==> config.mk <==
export PLATFORM = sky130hd
export DESIGN_NAME = ecc_error_monitor
export DESIGN_NICKNAME = d
export VERILOG_FILES = /design/src/rtl/ecc_pkg.sv /design/src/rtl/ecc_log_fifo.sv /design/src/rtl/ecc_error_monitor.sv
export SDC_FILE = /design/constraint.sdc
export NUM_CORES = 1
export LEC_CHECK = 0
export BUFFER_PORTS_ARGS = -buffer_cell sky130_fd_sc_hd__buf_4
export CAP_MARGIN = 20
export CELL_PAD_IN_SITES_DETAIL_PLACEMENT = 0
export CELL_PAD_IN_SITES_GLOBAL_PLACEMENT = 1
export CORE_UTILIZATION = 45
export DETAILED_ROUTE_END_ITERATION = 12
export PLACE_DENSITY_LB_ADDON = 0.1
export SLEW_MARGIN = 20
export SYNTH_ARGS = -nofsm -noshare
export SYNTH_HDL_FRONTEND = slang
export SYNTH_HIERARCHICAL = 1
export SYNTH_SLANG_ARGS = --single-unit
==> constraint.sdc <==
create_clock -name clk -period 2.95 [get_ports clk]
set_clock_uncertainty 0.15 [all_clocks]
set_input_delay 0.1475 -clock clk [delete_from_list [all_inputs] [get_ports clk]]
set_output_delay 0.1475 -clock clk [all_outputs]
set_load 0.005 [all_outputs]
==> src/rtl/ecc_pkg.sv <==
// Shared constants and types for the post-SECDED error monitor.
// Error-type encodings match the decoder's error_type output.
package ecc_pkg;

  localparam int DATA_W    = 8;
  localparam int SYN_W     = 4;
  localparam int CODE_W    = 13;
  localparam int LOG_IDX_W = 8;

  localparam logic [1:0] ERR_NONE   = 2'b00;
  localparam logic [1:0] ERR_SINGLE = 2'b01;
  localparam logic [1:0] ERR_DOUBLE = 2'b10;
  localparam logic [1:0] ERR_PARITY = 2'b11;

  // Log entry layout at the default index width.
  typedef struct packed {
    logic [SYN_W-1:0]     syndrome;
    logic [1:0]           error_type;
    logic [LOG_IDX_W-1:0] index;
  } log_entry_t;

  typedef enum logic {
    ST_EMPTY = 1'b0,
    ST_FULL  = 1'b1
  } stage_state_t;

  // Single-bit and parity-bit-only errors both count as corrected events.
  function automatic logic is_corrected(input logic [1:0] error_type);
    return (error_type == ERR_SINGLE) || (error_type == ERR_PARITY);
  endfunction

endpackage

==> src/rtl/ecc_log_fifo.sv <==
// Synchronous show-ahead FIFO: rd_data always shows the head entry.
// A push into a full FIFO is accepted only when a pop frees a slot in the same cycle.
module ecc_log_fifo #(
  parameter int unsigned WIDTH = 14,
  parameter int unsigned DEPTH = 4
) (
  input  logic             clk,
  input  logic             rst,
  input  logic             push,
  input  logic             pop,
  input  logic [WIDTH-1:0] wr_data,
  output logic [WIDTH-1:0] rd_data,
  output logic             full,
  output logic             empty
);

  localparam int unsigned AW = $clog2(DEPTH);

  logic [WIDTH-1:0] mem [DEPTH];
  logic [AW:0]      wr_ptr;
  logic [AW:0]      rd_ptr;
  logic             do_push;
  logic             do_pop;

  // Extra pointer MSB distinguishes full from empty when the addresses match.
  assign empty   = (wr_ptr == rd_ptr);
  assign full    = (wr_ptr[AW] != rd_ptr[AW]) && (wr_ptr[AW-1:0] == rd_ptr[AW-1:0]);
  assign do_pop  = pop && !empty;
  assign do_push = push && (!full || do_pop);

  // NOTE: sequential state uses non-blocking assignments so every register samples pre-edge values.
  always_ff @(posedge clk) begin
    if (rst) begin
      wr_ptr <= '0;
      rd_ptr <= '0;
    end else begin
      if (do_push) wr_ptr <= wr_ptr + 1'b1;
      if (do_pop)  rd_ptr <= rd_ptr + 1'b1;
    end
  end

  // NOTE: storage has no reset; the pointers define validity and the head is masked while empty.
  always_ff @(posedge clk) begin
    if (do_push) mem[wr_ptr[AW-1:0]] <= wr_data;
  end

  assign rd_data = empty ? '0 : mem[rd_ptr[AW-1:0]];

endmodule

==> src/rtl/ecc_error_monitor.sv <==
// One-deep registered stage after the SECDED decoder: forwards data, counts
// corrected/uncorrectable errors, logs error events and raises a policy interrupt.
module ecc_error_monitor
  import ecc_pkg::*;
#(
  parameter int unsigned CNT_W         = 16,
  parameter int unsigned IDX_W         = 8,
  parameter int unsigned LOG_DEPTH     = 4,
  parameter int unsigned SINGLE_THRESH = 8
) (
  input  logic              clk,
  input  logic              rst,
  input  logic              in_valid,
  output logic              in_ready,
  input  logic [DATA_W-1:0] in_data,
  input  logic [SYN_W-1:0]  in_syndrome,
  input  logic              in_word_parity,
  input  logic [1:0]        in_error_type,
  output logic              out_valid,
  input  logic              out_ready,
  output logic [DATA_W-1:0] out_data,
  output logic              out_uncorrectable,
  input  logic              cnt_clear,
  output logic [CNT_W-1:0]  single_count,
  output logic [CNT_W-1:0]  double_count,
  input  logic              log_pop,
  output logic              log_valid,
  output logic [SYN_W-1:0]  log_syndrome,
  output logic [1:0]        log_error_type,
  output logic [IDX_W-1:0]  log_index,
  output logic              log_overflow,
  output logic              irq
);

  typedef struct packed {
    logic [SYN_W-1:0] syndrome;
    logic [1:0]       error_type;
    logic [IDX_W-1:0] index;
  } entry_t;

  localparam int unsigned ENTRY_W = $bits(entry_t);

  stage_state_t     state_q, state_d;
  logic             accept;
  logic             count_single;
  logic             count_double;
  logic [IDX_W-1:0] index_q;
  logic [CNT_W-1:0] single_d, double_d;
  logic             overflow_d;
  logic             irq_d;
  logic             log_push;
  logic             log_full;
  logic             log_empty;
  logic             log_drop;
  entry_t           push_entry;
  entry_t           head_entry;
  logic [ENTRY_W-1:0] fifo_rd;

  // Overall parity is already folded into error_type by the decoder.
  logic unused_parity;
  assign unused_parity = in_word_parity;

  assign in_ready     = !out_valid || out_ready;
  assign accept       = in_valid && in_ready;
  assign out_valid    = (state_q == ST_FULL);
  assign count_single = accept && is_corrected(in_error_type);
  assign count_double = accept && (in_error_type == ERR_DOUBLE);

  // NOTE: every always_comb output gets a default first so no path infers a latch.
  always_comb begin
    state_d = state_q;
    case (state_q)
      ST_EMPTY: if (accept) state_d = ST_FULL;
      ST_FULL:  if (out_ready && !accept) state_d = ST_EMPTY;
      default:  state_d = ST_EMPTY;
    endcase
  end

  always_ff @(posedge clk) begin
    if (rst) begin
      state_q           <= ST_EMPTY;
      out_data          <= '0;
      out_uncorrectable <= 1'b0;
      index_q           <= '0;
    end else begin
      state_q <= state_d;
      if (accept) begin
        out_data          <= in_data;
        out_uncorrectable <= (in_error_type == ERR_DOUBLE);
        index_q           <= index_q + 1'b1;
      end
    end
  end

  // A clear coincident with an event leaves that event counted.
  always_comb begin
    single_d = single_count;
    double_d = double_count;
    if (cnt_clear) begin
      single_d = count_single ? CNT_W'(1) : '0;
      double_d = count_double ? CNT_W'(1) : '0;
    end else begin
      if (count_single && (single_count != '1)) single_d = single_count + 1'b1;
      if (count_double && (double_count != '1)) double_d = double_count + 1'b1;
    end
  end

  assign log_push   = accept && (in_error_type != ERR_NONE);
  assign log_drop   = log_push && log_full && !log_pop;
  assign overflow_d = (cnt_clear ? 1'b0 : log_overflow) || log_drop;
  assign irq_d      = (double_d != '0) || (single_d >= CNT_W'(SINGLE_THRESH)) || overflow_d;

  always_ff @(posedge clk) begin
    if (rst) begin
      single_count <= '0;
      double_count <= '0;
      log_overflow <= 1'b0;
      irq          <= 1'b0;
    end else begin
      single_count <= single_d;
      double_count <= double_d;
      log_overflow <= overflow_d;
      irq          <= irq_d;
    end
  end

  always_comb begin
    push_entry            = '0;
    push_entry.syndrome   = in_syndrome;
    push_entry.error_type = in_error_type;
    push_entry.index      = index_q;
  end

  ecc_log_fifo #(
    .WIDTH(ENTRY_W),
    .DEPTH(LOG_DEPTH)
  ) u_log (
    .clk    (clk),
    .rst    (rst),
    .push   (log_push),
    .pop    (log_pop),
    .wr_data(push_entry),
    .rd_data(fifo_rd),
    .full   (log_full),
    .empty  (log_empty)
  );

  assign head_entry     = entry_t'(fifo_rd);
  assign log_valid      = !log_empty;
  assign log_syndrome   = head_entry.syndrome;
  assign log_error_type = head_entry.error_type;
  assign log_index      = head_entry.index;

endmodule

* Word-level counts from Yosys, hierarchy flattened
Memories as Yosys holds them, arrays and structs flattened. A register that Yosys moved wholly into a read port is not among the register bits. Index checks and enable logic that the tools add are counted.
Word-level totals: register bits after elaboration 58, bits in writable memories 56, bits of input ports 21, output and inout bits 60, word-level logic and storage cells 66, memories kept 1
Cells by class: add/subtract/negate cells 5, order comparisons 1, equality and inequality tests 8, mux-type cells 15, bitwise logic cells 1, reduce and logical (&&, ||, !) cells 25
Memories:
- u_log.mem | depth 4, bits a word 14, read ports 1, clocked after memory_dff 1, write ports 1, RTL line ecc_log_fifo.sv:19 | logic [WIDTH-1:0] mem [DEPTH];
Operators by type and width (count):
- 16-bit two-way mux | 4
- 16-bit by 1-bit adder with 16-bit output, second input constant | 2
- 16-bit != test, second input constant | 2
- 16-bit by 4-bit >= comparator with 1-bit output, second input constant | 1
- 16-bit nonzero test | 1
- 14-bit two-way mux | 1
- 1-bit logical AND | 12
- 8-bit by 1-bit adder with 8-bit output, second input constant | 1
- 1-bit two-way mux | 7
- 3-bit by 1-bit adder with 3-bit output, second input constant | 2
- 1-bit logical OR | 6
- 1-bit zero test | 5
- 2-bit == test, second input constant | 2
- 2-bit two-way mux | 2
- 3-bit == test | 1
- 2-bit by 1-bit == test with 1-bit output, second input constant | 1
- 2-bit == test | 1
- 1-bit case mux with 2 select lines | 1
- 2-bit nonzero test | 1
- 1-bit != test | 1
- 1-bit NOT | 1

* Longest topological paths before layout
Gate-level depths: netlist (run 1).
word-level depth 10, mapped depth 9, gate-level depth less buffers 8

* By module
Netlist (run 1), hierarchy kept.
By module, submodules not included:
- ecc_error_monitor | times used 1, cells an instance 341, area each 2736.4 um^2, sequential area each 1041.0 um^2
- ecc_log_fifo | times used 1, cells an instance 142, area each 2610.0 um^2, sequential area each 1841.8 um^2

* Worst setup path after synthesis (run 1)
Ideal clock, no wire load.
kind register to register, start point register double_count[0], end point register irq, library setup time 0.130 ns, arrival 2.148 ns, required time 2.670 ns, slack 0.522 ns, stages on the path, launching flop included 9, buffers on the path 0, period minus slack after synthesis 2.428 ns, cell sequence dfxtp_1 > ha_1 > nand2_1 > nor3_1 > nand2_2 > o32a_1 > or4b_1 > nor4_2 > a21oi_1
Between the ends: cells in the longest elaborated chain, start to end 7, elaborated cells between the ends (all ways) 8, those cells by class add/sub (1); eq/ne (1); mux (2); reduce/logical (4)
RTL lines:
- start, declared | RTL line ecc_error_monitor.sv:25 | output logic [CNT_W-1:0] double_count,
- start signal, assigned | RTL line ecc_error_monitor.sv:121 | double_count <= double_d;
- branches (longest 2 deep; another with 16-bit by 1-bit adder with 16-bit output)
- 16-bit two-way mux * | RTL line ecc_error_monitor.sv:104 | if (count_double && (double_count != '1)) double_d = double_count + 1'b1;
- 16-bit two-way mux * | RTL line ecc_error_monitor.sv:99 | if (cnt_clear) begin
- 16-bit nonzero test * | RTL line ecc_error_monitor.sv:111 | assign irq_d = (double_d != '0) || (single_d >= CNT_W'(SINGLE_THRESH)) || overflow_d;
- 1-bit logical OR * (2 in a row) | RTL line ecc_error_monitor.sv:111
- end signal, assigned | RTL line ecc_error_monitor.sv:123 | irq <= irq_d;
- end, declared | RTL line ecc_error_monitor.sv:32 | output logic irq
Every way passes the cells marked *. A chain may end at the register's enable or synchronous reset.

* Final worst setup path (run 1)
start point register double_count[1], end point register irq
The elaborated chain is that of the path after synthesis.

==> metrics.md, run 1 <==
| Metric | Value |
|---|---|
| Final WS setup | 0.248 ns |
| CP Capture Type | flop |
| Synth area leader | edfxtp_1 |
| Largest net degree at the start of global routing | 35 |
| # diodes | 0 |
| Clk_lat worst skew | 0.40 ns |
| Worst-margin pin slew | 0.709 ns |
| Yosys warns | 6 |
| FFs w/ async S/R, synth | 0% |
| R2R setup slack | 0.25 ns |
| Failing checks | design-rule violations |
| Post-DP Area | 6150 um^2 |
| Max Fanout on Critical Path | 11 |
| Max_cap viols | 0 |
| DR vias | 3,912 |
| Initial antenna violation count | 0 |
| CTS Sinks | roughly 120 |
| I/O Buffers | 79 |
| Sequential area share after synthesis | roughly 54% |
| Critical-path top delay cell | dfxtp_1 |
| Post-synthesis cell area | 5350 um^2 |
| Min Hold Slack | 0.0560 ns |
| CTS buffer count | 17 |
| Pre-CTS WS | ~0.30 ns |
| Die Ht | 111 um |
| Placer Congestion | 0.810 |
| I/O pins | 81 |
| Final Power | 4.46 mW |
| Crit path cell chain | ha_1, nand2_1, nor4_2, a21o_1, a2bb2oi_1, nand3_1, a2111oi_0, a21oi_1 |
| Final Setup Violations | 0 |
| Post-synth cell types | 58 |
| Fill count | just under 1,000 |
| Die Wd | 111 um |
| CP delay by family, top | compound AO/OA/AOI/OAI gates |
| Clock slew seen by the registers of the worst setup and hold paths | 0.05 ns |
| Hold Violations, Final | 0 |
| First-pass GRT wire length | about 19,000 um |
| Seq cells post-synth | 116 |
| Hold WC Path Type | in2reg |
| Fin crit period | 2.70 ns |
| FMAX | 370 MHz |
| Clk root buf | clkbuf_16 |
| CTS tree | yes |
| Final period utilization | between 90% and 100% |
| Rows | 39 |
| Vias per inst | approximately 5.2 |
| Core area | 11,500 um^2 |
| Top cell type's share of synthesized area | 31.5% |
| Final WL | 11,500 um |
| Avg Inst Size Synth | ~11 um^2 |
| Main synth FF type | dfxtp_1 |
| Detailed Place HPWL | 7810 um |
| Delay of the slowest critical-path stage | 0.46 ns |
| TritonRoute pass-1 iters | 8 |
| Area delta synth->final | 29.7% |
| Setup repair after global routing missed its margin | false |
| Worst ir drop on vdd | 350 uV |
| Antenna Nets Post-Route | 0 |
| Share of cells above drive strength 1 | a little over a quarter |
| DRC viols | 10 |
| Initial core utilization | roughly 46% |
| Vias in the first global route | 3,893 |
| Crit Path Class | reg2reg |
| Top post-synthesis cells by area | edfxtp_1, dfxtp_1, mux4_2 |
| Count leader, synth | dfxtp_1 |
| Clk buf depth | 2 |
| Syn_nets | 512 |
| Post-CTS sizing | 0 |
| Area of the multi-input gates | 2330 um^2 |
| Most frequent cells after synthesis | dfxtp_1, edfxtp_1, nor2_1 |
| Overflow left after global routing | 0 |
| Die area | 12,300 um^2 |
| Layout Nets | 623 |
| Cells after Synth | 483 |
| Crit path DAT | 2.82 ns |
| Slew Viols, Final | 0 |
| CP bufs+invs | 0 |
| WL per Instance | 15.4 um |
| Status | finished with violations |
| Setup TNS | 0 ns |
| GRT Overall Usage | 20.1% |
| Slew headroom | 52.7% |
| Fin area | between 6000 and 7000 um^2 |
| CTS H-Tree Depth | 4 |
| CP Launch Type | flop |
| Post-synth EDFFs | 56 |
| Leakage | 2.62 nW |
| Worst Path Required | 3.07 ns |
| Register area | 2880 um^2 |
| Pwr Density | 643 nW/um^2 |
| Number of DRC markers in iteration 0 | 174 |
-- final timing paths --
kind,start,endpoint,cells after the start
hold reg to reg,out_data[6]$_SDFFE_PP0P_,out_data[6]$_SDFFE_PP0P_,2
hold / removal,log_pop,log_overflow$_SDFF_PP0_,3
setup reg to reg,double_count[1]$_SDFF_PP0_,irq$_SDFF_PP0_,8
setup / recovery,double_count[1]$_SDFF_PP0_,irq$_SDFF_PP0_,8
-- timing repair --
| item | CTS | global route |
|---|---|---|
| endpoints found under the hold margin | 44 | 0 |
| setup buffers | 0 | 0 |
| hold buffers | 18 | 0 |
-- cell usage in the layout, fill, tap and decap left out, types with 3 or more instances in the layout --
master | Yosys | final
inv_6 | 0 | 3
a21oi_1 | 21 | 21
nand2b_1 | 5 | 5
or3_1 | 6 | 6
mux2i_1 | 13 | 13
a31oi_1 | 4 | 4
xnor2_1 | 15 | 15
ha_1 | 8 | 8
nor2b_1 | 17 | 17
nor4b_1 | 3 | 3
nand2_1 | 46 | 46
edfxtp_1 | 56 | 56
clkinv_2 | 0 | 4
nor3_1 | 8 | 8
mux2_2 | 3 | 3
inv_1 | 11 | 11
o2111ai_1 | 3 | 3
or2_2 | 3 | 3
o31ai_1 | 3 | 3
and2_1 | 8 | 8
o21ai_0 | 11 | 11
and3_1 | 7 | 7
nor2_1 | 56 | 56
clkbuf_16 | 0 | 17
bufinv_16 | 0 | 4
nand4_1 | 13 | 13
dlygate4sd3_1 | 0 | 18
xor2_1 | 16 | 16
mux4_2 | 14 | 14
nand3_1 | 14 | 14
nor4_1 | 4 | 4
buf_4 | 2 | 95
dfxtp_1 | 60 | 60
-- tightest hold or removal path: cells and delay by family --
| kind | cells | cell delay [ns] |
|---|---|---|
| compound gates | 1 | 0.09 |
| buf+inv | 1 | 0.11 |
| simple gates | 1 | 0.20 |
-- flip-flops by register name (all words and copies together) (netlist names), named ones only --
register           cells
double_count          16
index_q                8
irq                    1
log_overflow           1
out_data               8
out_uncorrectable      1
out_valid              1
single_count          16
u_log/mem             56
u_log/rd_ptr           3
u_log/wr_ptr           3
-- through the flow --
| stage | utilization [%] | instances |
|---|---|---|
| after floorplan | - | 483 |
| after global placement | 53.4 | 700 |
| after detailed placement | 53.4 | 700 |
| after CTS | 60.2 | 748 |
| after global routing | 60.2 | 748 |
| final | 60.2 | 748 |
-- power by group --
group          internal, mW  total (mW)  switching (mW)
sequential             1.74        1.78          0.0400
combinational         0.309       0.555           0.246
clock                  1.40        2.12           0.713
-- final cells by class --
type | count | share of cell area [%]
flip-flops and latches | 116 | 41.6
well taps | 143 | 2.58
multi-input cells | 334 | 33.5
inverters | 12 | 0.650
clock inverters | 13 | 2.63
repair buffers | 113 | 12.9
clock buffers | 17 | 6.13
-- metal layers --
layer | up-vias | routed length [um] | global-route usage, %
met1 | 1849 | 5200 | 24.7
met2 | 81 | 5760 | 34.2
met3 | 14 | 390 | 4.37
met4 | 0 | 145 | 7.85
li1 | 1968 | - | -
met5 | - | 0 | 0
-- cells by family after synthesis --
kind of cell | Yosys count | share of synthesized area [%]
AND/OR/NAND/NOR | 209 | 20.8
adder cells (fa/ha/maj) | 8 | 1.87
XOR/XNOR | 31 | 5.08
flip-flops | 116 | 53.9
AO/OA/AOI/OAI | 55 | 6.48
buffers and inverters | 33 | 2.57
multiplexers | 31 | 9.24
Note: power is estimated with default switching activity, not from simulation.
==> run 2: changes to the inputs <==
HOLD_SLACK_MARGIN = 0.03   (was unset)
RECOVER_POWER = 25   (was unset)
==> metrics.md, run 2 (same netlist as run 1, synthesis figures left out) <==
| Metric | Value |
|---|---|
| Die area | 12,300 um^2 |
| Worst ir drop on vdd | between 300 and 400 uV |
| Logic pwr share | 12.6% |
| Vias per inst | 5.20 |
| Crit Path Class | reg2reg |
| Status | finished with violations |
| Initial antenna violation count | 0 |
| Share of cells above drive strength 1 | 25.0% |
| CP Capture Type | flop |
| Pint | 3.46 mW |
| Most frequent cells in the layout | buf_4, dfxtp_1, nor2_1, edfxtp_1, nand2_1 |
| Initial core utilization | 46.4% |
| Crit path DAT | 2.81 ns |
| Max FFs per register | 56 |
| Clock slew seen by the registers of the worst setup and hold paths | 0.05 ns |
| # diodes | 0 |
| GRT Overall Usage | between 20% and 30% |
| Sequential cell fraction of total power | around 40% |
| CP Launch Type | flop |
| Antenna Nets Post-Route | 0 |
| CTS Sinks | ~120 |
| DRC viols | 10 |
| Slew Viols, Final | 0 |
| TritonRoute pass-1 iters | 9 |
| I/O Buffers | 79 |
| Failing checks | design-rule violations |
| Worst-margin pin slew | around 0.69 ns |
| Vias in the first global route | 3,924 |
| Final Setup Violations | 0 |
| Core area | 11,500 um^2 |
| CTS buffer count | 17 |
| Final WS setup | 0.261 ns |
| Post-CTS sizing | 0 |
| Max Fanout on Critical Path | 11 |
| Clk_lat worst skew | 0.40 ns |
| Psw | 0.998 mW |
| Number of DRC markers in iteration 0 | 175 |
| Net Sw Frac | 22.4% |
| Worst Path Required | 3.07 ns |
| Setup bufs post-CTS | 0 |
| Fin crit period | 2.69 ns |
| Crit path cell chain | ha_1, nand2_1, nor4_2, a21o_1, a2bb2oi_1, nand3_1, a2111oi_0, a21oi_1 |
| Die Wd | 111 um |
| Die Ht | 111 um |
| Post-CTS Hold Fix Bufs | 26 |
| First-pass GRT wire length | 19,600 um |
| Slew headroom | roughly 54% |
| Part of the power in the clock network | 47.4% |
| WL per Instance | 15.3 um |
| Final period utilization | about 91% |
| Final WL | between 10,000 and 15,000 um |
| Delay of the slowest critical-path stage | 0.45 ns |
| Pwr Density | 637 nW/um^2 |
| Clk root buf | clkbuf_16 |
| Detailed Place HPWL | about 8000 um |
| Area delta synth->final | 30.8% |
| Clk buf depth | 2 |
| DR vias | ~3,900 |
| Max_cap viols | 0 |
| Hold WC Path Type | in2reg |
| Largest net degree at the start of global routing | 35 |
| Fill count | 954 |
| I/O pins | roughly 80 |
| Hold Violations, Final | 0 |
| CTS H-Tree Depth | 4 |
| Placer Congestion | 0.810 |
| Setup repair after global routing missed its margin | false |
| Overflow left after global routing | 0 |
| Pre-CTS WS | 0.302 ns |
| Critical-path top delay cell | dfxtp_1 |
| Rows | 39 |
| Layout Nets | 631 |
| CTS tree | yes |
| Commonest non-fill, non-tap cell in the layout | buf_4 |
| Setup TNS | 0 ns |
| Leakage | between 2 and 3 nW |
| FMAX | 372 MHz |
==> run 2: metrics by stage <==
step / hold WS [ns] / utilization, % / std cells / cell area, um^2 / power [mW]
6_report: 0.0552 / 60.7 / 756 / 7000 / 4.46
5_1_grt: 0.0492 / 60.7 / 756 / 7000 / 4.64
4_1_cts: 0.0375 / 60.9 / 756 / 7010 / 4.51
3_5_place_dp: 0.200 / 53.4 / 700 / 6150 / 2.36
3_3_place_gp: 0.198 / 53.4 / 700 / 6150 / 2.36
2_1_floorplan: 0.0964 / - / 483 / 5350 / 2.13
==> run 2: worst paths after layout <==
path | start | endpoint | slack [ns] | cells after the start
worst max-delay path | double_count[1]$_SDFF_PP0_ | irq$_SDFF_PP0_ | 0.26 | 8
worst min-delay path | log_pop | log_overflow$_SDFF_PP0_ | 0.06 | 3
worst max register to register | double_count[1]$_SDFF_PP0_ | irq$_SDFF_PP0_ | 0.26 | 8
worst min register to register | out_uncorrectable$_SDFFE_PP0P_ | out_uncorrectable$_SDFFE_PP0P_ | 0.34 | 2
==> run 2: area by class of cell <==
class	instances	area [um^2]	share of cell area, %
Clock buffer	17	425	6.08
Clock inverter	13	183	2.61
Inverter	12	45.0	0.644
Multi-Input combinational cell	334	2330	33.2
Sequential cell	116	2880	41.2
Tap cell	143	179	2.56
Timing Repair Buffer	121	955	13.6
==> run 2: routing by layer <==
layer,routed length [um],track usage [%],up-vias
met4,103,7.21,0
li1,-,-,1985
met5,0,0,-
met2,5860,35.0,80
met3,399,4.37,9
met1,5190,24.9,1856
==> run 2: worst max-delay path: cells and delay by family (launching register included) <==
family,cells,cell delay (ns)
DFF,1,0.45
adders and majority gates,1,0.24
and+or+nand+nor,3,0.52
AOI/OAI and AO/OA,4,1.20
==> run 2: power groups by stage <==
stage	Sequential, mW	Clock [mW]	Combinational [mW]
floorplan	1.80	0	0.323
global placement	1.81	0	0.545
detailed placement	1.82	0	0.547
CTS	1.78	2.15	0.577
global route	1.79	2.23	0.616
finish	1.78	2.12	0.561
